<file path="config.mk">
export PLATFORM = sky130hd
export DESIGN_NAME = fp_align_addsub
export DESIGN_NICKNAME = d
export VERILOG_FILES = /design/src/rtl/fp_align_addsub.sv
export SDC_FILE = /design/constraint.sdc
export NUM_CORES = 1
export LEC_CHECK = 0
export CAP_MARGIN = 15
export CELL_PAD_IN_SITES_DETAIL_PLACEMENT = 0
export CELL_PAD_IN_SITES_GLOBAL_PLACEMENT = 1
export CORE_ASPECT_RATIO = 0.8
export CORE_MARGIN = 3
export CORE_UTILIZATION = 46
export DETAILED_ROUTE_END_ITERATION = 7
export HOLD_SLACK_MARGIN = 0.03
export PLACE_DENSITY_LB_ADDON = 0.25
export SLEW_MARGIN = 20
export SYNTH_ARGS = -nofsm -noshare
export SYNTH_HDL_FRONTEND = slang
export SYNTH_SLANG_ARGS = --single-unit
</file>
<file path="constraint.sdc">
create_clock -name clk -period 8.05 [get_ports clk]
set_input_delay 1.2075 -clock clk [delete_from_list [all_inputs] [get_ports clk]]
set_output_delay 1.2075 -clock clk [all_outputs]
set_load 0.01 [all_outputs]
</file>
<file path="src/rtl/fp_align_addsub.sv">
// Front end of the binary32 adder/subtractor: unpack, swap, align and magnitude add/sub.
// Two-stage valid/ready pipeline with full backpressure; specials collapse to a fixed NaN marker.
module fp_align_addsub (
    input  logic        clk,
    input  logic        rst,
    input  logic        in_valid,
    output logic        in_ready,
    input  logic [31:0] A,
    input  logic [31:0] B,
    input  logic        sub,
    output logic        out_valid,
    input  logic        out_ready,
    output logic        sign,
    output logic [7:0]  pre_E,
    output logic [23:0] pre_M,
    output logic        OV,
    output logic        op
);

    logic        adv1, adv2;
    logic [7:0]  ea, eb;
    logic [23:0] ma, mb;
    logic        a_big, special, b_sign_eff;

    logic        s1_valid, s1_sign, s1_eop, s1_special;
    logic [7:0]  s1_e, s1_d;
    logic [23:0] s1_ml, s1_ms;

    logic [23:0] ms_al;
    logic [24:0] sum;
    logic        nxt_sign;

    assign adv2     = !out_valid || out_ready;
    assign adv1     = !s1_valid || adv2;
    assign in_ready = adv1;

    // NOTE: every always_comb output gets a value on every path, so no latch is inferred.
    always_comb begin
        ea         = A[30:23];
        eb         = B[30:23];
        ma         = (ea != 8'd0) ? {1'b1, A[22:0]} : 24'd0;
        mb         = (eb != 8'd0) ? {1'b1, B[22:0]} : 24'd0;
        b_sign_eff = B[31] ^ sub;
        a_big      = (ea > eb) || ((ea == eb) && (ma >= mb));
        special    = (ea == 8'hFF) || (eb == 8'hFF);
    end

    // NOTE: sequential state uses non-blocking assignments so both stages sample pre-edge values.
    always_ff @(posedge clk) begin
        if (rst) begin
            s1_valid   <= 1'b0;
            s1_sign    <= 1'b0;
            s1_eop     <= 1'b0;
            s1_special <= 1'b0;
            s1_e       <= 8'd0;
            s1_d       <= 8'd0;
            s1_ml      <= 24'd0;
            s1_ms      <= 24'd0;
        end else if (adv1) begin
            s1_valid <= in_valid;
            if (in_valid) begin
                s1_eop     <= sub ^ A[31] ^ B[31];
                s1_special <= special;
                s1_sign    <= a_big ? A[31] : b_sign_eff;
                s1_e       <= a_big ? ea : eb;
                s1_d       <= a_big ? (ea - eb) : (eb - ea);
                s1_ml      <= a_big ? ma : mb;
                s1_ms      <= a_big ? mb : ma;
            end
        end
    end

    // Alignment drops shifted-out bits; there is no guard/round/sticky.
    always_comb begin
        ms_al    = (s1_d >= 8'd24) ? 24'd0 : (s1_ms >> s1_d);
        sum      = s1_eop ? ({1'b0, s1_ml} - {1'b0, ms_al})
                          : ({1'b0, s1_ml} + {1'b0, ms_al});
        nxt_sign = (s1_eop && (sum[23:0] == 24'd0)) ? 1'b0 : s1_sign;
    end

    always_ff @(posedge clk) begin
        if (rst) begin
            out_valid <= 1'b0;
            sign      <= 1'b0;
            pre_E     <= 8'd0;
            pre_M     <= 24'd0;
            OV        <= 1'b0;
            op        <= 1'b0;
        end else if (adv2) begin
            out_valid <= s1_valid;
            if (s1_valid) begin
                if (s1_special) begin
                    sign  <= 1'b0;
                    pre_E <= 8'hFF;
                    pre_M <= 24'hC00000;
                    OV    <= 1'b0;
                    op    <= 1'b0;
                end else begin
                    sign  <= nxt_sign;
                    pre_E <= s1_e;
                    pre_M <= sum[23:0];
                    OV    <= s1_eop ? 1'b0 : sum[24];
                    op    <= s1_eop;
                end
            end
        end
    end

endmodule

</file>
======== Word level (Yosys, flattened, before mapping) ========
Cells that the tools add are included.
storage, ports and cells
  input port bits ......................... 69
  logic and storage cells ................. 57
  output and inout port bits .............. 37
  bits in registers ....................... 104
operators by class
  magnitude comparators ................... 3
  reductions and logical operators ........ 13
  equality and inequality tests ........... 3
  muxes and demuxes ....................... 16
  bitwise operators ....................... 3
  add/subtract/negate cells ............... 4
  shift operators ......................... 1
operators by type and width
  cell                                                 count
  two-way mux 24 bit                                   6
  adder 24 x 24 -> 25 bit                              1
  two-way mux 25 bit                                   1
  subtractor 24 x 24 -> 25 bit                         1
  >= comparator 24 bit                                 1
  logical NOT 24 bit                                   1
  two-way mux 8 bit                                    3
  >> shifter 24 x 8 -> 24 bit                          1
  == test 8 bit, second input constant                 2
  nonzero test 8 bit                                   2
  subtractor 8 bit                                     2
  == test 8 bit                                        1
  >= comparator 8 x 5 -> 1 bit, second input constant  1
  > comparator 8 bit                                   1
  two-way mux 1 bit                                    6
  logical OR 1 bit                                     4
  AND reduction 2 bit                                  2
  bitwise XOR 1 bit                                    3
  logical AND 1 bit                                    2
  logical NOT 1 bit                                    2

======== Depth between registers and ports, before layout ========
  depth in word-level cells ............... 8
  gate-level depth with buffers ........... 24
  mapped depth without buffers ............ 20

======== Worst setup path after synthesis ========
No wires, ideal clock.
  kind .................................... reg-to-reg
  start point ............................. register s1_d[0]
  end point ............................... register sign
  library setup time ...................... 0.127 ns
  stages on the path, launching flop included .. 24
  period minus slack after synthesis ...... 5.275 ns
  setup slack ............................. 2.775 ns
  buffers on the path ..................... 3
  arrival time ............................ 5.148 ns
  required time ........................... 7.923 ns
  cells stage by stage .................... dfxtp_1 > buf_6 > buf_8 > mux4_2 > nor2b_1 > a211oi_1 > o32ai_1 > nand2_1 > ha_1 > and3_1 > buf_4 > a31oi_1 > xor2_1 > ha_1 > nand2_1 > or3_1 > or3b_2 > a21boi_0 > o21ai_1 > o21a_1 > xnor2_1 > or3_2 > nor4_1 > a31oi_1
on the way
  word-level cells in the longest chain between the ends .. 8
  elaborated cells on any way between the ends .. 10
  those cells by class .................... add/sub (2); order compare (1); shift (1); mux (4); reduce/logical (2)
ends and longest elaborated chain
  what                                                                         RTL line  RTL
  from (decl)                                                                  26        logic [7:0] s1_e, s1_d;
  from (signal assigned)                                                       66        s1_d <= a_big ? (ea - eb) : (eb - ea);
  >> shifter 24 x 8 -> 24 bit or >= comparator 8 x 5 -> 1 bit (tied branches)  75        ms_al = (s1_d >= 8'd24) ? 24'd0 : (s1_ms >> s1_d);
  two-way mux 24 bit (*)                                                       75
  adder 24 x 24 -> 25 bit or subtractor 24 x 24 -> 25 bit (tied branches)      77, 76
  two-way mux 25 bit (*)                                                       76        sum = s1_eop ? ({1'b0, s1_ml} - {1'b0, ms_al})
  logical NOT 24 bit (*)                                                       78        nxt_sign = (s1_eop && (sum[23:0] == 24'd0)) ? 1'b0 : s1_sign;
  logical AND 1 bit (*)                                                        78
  two-way mux 1 bit (*)                                                        78
  two-way mux 1 bit (*)                                                        92        if (s1_special) begin
  to (signal assigned)                                                         99        sign <= nxt_sign;
  to (decl)                                                                    13        output logic sign,
Every way passes the cells marked *; elsewhere a longest branch is shown, timed or not.
A chain may end at the register's enable or synchronous reset.

======== Worst setup path after layout ========
Same ends and word-level chain as after synthesis.

==> key figures <==
Critical path
  • CP Capture Type: register
  • Reg2reg start: s1_d[0]
  • Worst R2R End: sign
  • CP arrival: 6690 ps
  • Cell at the slowest stage of the critical path: dfxtp_2
  • Reg2reg setup slack: 1600 ps
  • CP max stage delay: 880 ps
  • Reg2Reg Depth: 21
  • Critical Path RT: 8290 ps
  • Buf/Inv on CP: 1
  • Worst setup path class: register to register
  • Top delay family on crit path: simple AND/OR/NAND/NOR gates
  • CP max FO: 29
  • CP cell instances: buf_4 -> mux4_2 -> nor2b_1 -> a211oi_1 -> o32ai_1 -> nand2_1 -> ha_1 -> and3_1 -> a31oi_1 -> xor2_1 -> ha_1 -> nand2_1 -> or3_1 -> or3b_2 -> a21boi_0 -> o21ai_1 -> o31ai_1 -> xor2_1 -> or3_2 -> nor4_1 -> a31oi_1
  • Critical Path Source Type: register

Power
  • Tot Pwr: 2370 µW
  • Worst VDD drop: 130 µV
  • Leak pwr: 0.00406 µW
  • Pwr per Cell Area: 229 mW/mm²

Timing
  • RSZ-0062 raised after global routing: false
  • Tightest Pin Transition: 966 ps
  • Setup tns final: 0 ps
  • Final hold slack: 464 ps
  • Final setup fails: 0
  • Final period util: 80.1%
  • Pins Over Slew Limit: 0
  • Min Tclk post-route: 6450 ps
  • Relative slew slack: 35.6%
  • Clock skew: 8.84 ps
  • Fmax: 0.155 GHz
  • Final hold vios: 0

Placement
  • Dpl cell area: 0.0101 mm²
  • Routability congestion estimate: 1.02
  • Post-DP HPWL: 20.8 mm
  • Buffers on Ports: 105

Die
  • Rows: 44
  • Starting Density: 48.1%
  • Core area: 0.0186 mm²
  • Height of the die: 131 µm
  • Die area: 0.0212 mm²
  • I/O pin count: 106
  • Die width: 162 µm

Yosys
  • Asr flop ratio synth: 0%
  • Post-synth cell types: 97
  • Seq/Total Area, Yosys: 23.3%
  • Syn_area_per_cell: 7.94 µm²
  • Synth Flop Type: dfxtp_1
  • Synth Cell Area: 0.00894 mm²
  • Synthesis Warnings: 0
  • Cells after synthesis: 1127
  • Seq cells post-synth: 104
  • Post-synth EDFFs: 0
  • Syn_nets: 1263

Final layout
  • Layout Nets: 1313
  • Layout cell share with drive strength beyond 1: 6.94%
  • Most common cell after layout, fill and taps aside: nor2_1
  • Synth-to-layout area growth: 16.0%
  • Design area: 0.0104 mm²
  • Post-layout util: 55.8%
  • Commonest cells after routing, fill and taps aside: nor2_1 (161), clkdlybuf4s50_1 (104), dfxtp_1 (103), a21oi_1 (84), nand2_1 (76)
  • Diode count: 0

GRT
  • Largest net degree at the start of global routing: 100
  • Initial antenna violation count: 0
  • GRT Max-Usage Layer: met1
  • Gr ovfl total: 0
  • Number of global-route vias before repair: 7761
  • Met1 Usage GRT: 38.8%
  • Met2 Usage GRT: 37.2%
  • First-pass GRT wire length: 42.5 mm
  • GRT Total Usage: 25.3%
  • Global Route met3 Usage: 4.22%

Clock network
  • Post-CTS setup buffers: 0
  • Inserted Clock Buffers: 9
  • CTS Hold Bufs: 0
  • Clock latency on the worst-skew pair: 360 ps
  • CTS-repair resized insts: 0
  • Clock Tree Root: clkbuf_16
  • Clk buf depth: 2
  • H-tree depth: 3
  • Reg clk slew, reported paths: 70 ps
  • CTS tree: built
  • Clk sinks: 104

Drt
  • # DRC: 0
  • Via/cell ratio: 5.95
  • DR pass1 iterations: 6
  • Final WL: 26.9 mm
  • Routed Antenna Nets: 0
  • Initial drt markers: 866
  • Post-DR wirelength/cell: 18.7 µm
  • Via count: 8533

Worst hold path
  • Hold Path Depth: 2
  • HP Class: register to register
  • Hold-critical path endpoint: op
  • Hold Crit Start: op

Flow run
  • Max Cap Violations: 0

Status
  • Status: finished, final reports clean
-- kinds of logic after synthesis --
group | count (synthesis) | share of synthesized area, %
DFF | 104 | 23.3
xor gates and xnor gates | 43 | 4.21
buffers and inverters | 111 | 5.46
adders and majority gates | 67 | 9.63
and+or+nand+nor | 428 | 23.4
AOI/OAI and AO/OA | 319 | 25.1
muxes | 55 | 8.93
-- registers in the layout, indices dropped and copies added, names as in the netlist --
signal,cells
s1_valid,1
out_valid,1
s1_ms,24
pre_M,24
sign,1
pre_E,8
s1_d,8
s1_sign,1
s1_e,8
OV,1
op,1
s1_special,1
s1_ml,24
s1_eop,1
-- how the worst max path moves through the flow --
stage / startpoint / endpoint / slack, ps / cells after the start
after floorplan: s1_d[0] / sign / 2780 / 23
after global placement: s1_d[0] / sign / 1870 / 21
after detailed placement: s1_d[0] / sign / 1720 / 21
after CTS: s1_d[0] / sign / 1650 / 21
after global routing: s1_d[0] / sign / 1050 / 21
final: s1_d[0] / sign / 1600 / 21
-- through the flow --
step | worst slack (ps) | instances
floorplan | 2780 | 1127
global placement | 1870 | 1419
detailed placement | 1720 | 1419
CTS | 1650 | 1435
global route | 1050 | 1435
finish | 1600 | 1435
-- metal layers --
metal / wire [µm] / up-vias
met5: 0 / -
met4: 403 / 0
met3: 1680 / 32
met2: 11200 / 278
met1: 13600 / 3975
li1: - / 4248
-- report_power, final --
part | internal, µW | switching (µW)
clock | 249 | 222
combinational | 538 | 731
sequential | 571 | 64.1
total | 1360 | 1020
-- synthesized netlist by cell type (5+ instances only) --
library cell / n / area share, %
a211oi_1: 48 / 4.0
a21o_1: 19 / 1.6
a21oi_1: 84 / 4.7
a22oi_1: 19 / 1.6
a311oi_1: 23 / 2.3
a31oi_1: 8 / 0.56
and2_1: 29 / 2.0
and3_1: 6 / 0.42
and4_1: 6 / 0.59
buf_1: 6 / 0.25
buf_2: 13 / 0.73
clkbuf_1: 53 / 2.2
dfxtp_1: 104 / 23
ha_1: 64 / 9.0
inv_1: 30 / 1.3
mux2i_1: 31 / 3.5
mux4_2: 17 / 4.3
nand2_1: 76 / 3.2
nand2b_1: 14 / 0.98
nand3_1: 8 / 0.45
nand4_1: 10 / 0.70
nor2_1: 161 / 6.8
nor2b_1: 34 / 2.4
nor3_1: 47 / 2.6
nor4_1: 7 / 0.49
o211ai_1: 8 / 0.67
o21ai_0: 36 / 2.0
o221ai_1: 5 / 0.49
o22ai_1: 7 / 0.49
or3_1: 7 / 0.49
xnor2_1: 25 / 2.4
xor2_1: 18 / 1.8
-- worst min-delay path, delay by kind of cell, from the launching register on --
kind             cells  cell delay [ps]
AND/OR/NAND/NOR      1               50
flip-flops           1              320
AO/OA/AOI/OAI        1               50
-- area by class of cell --
type	instances	area, µm²
clock buffers	9	225
fillers	1839	8230
flip-flops and latches	104	2080
clock inverters	7	88.8
well taps	253	317
multi-input cells	912	6380
inverters	32	120
repair buffers	118	1160
(Power assumes the default switching activity.)
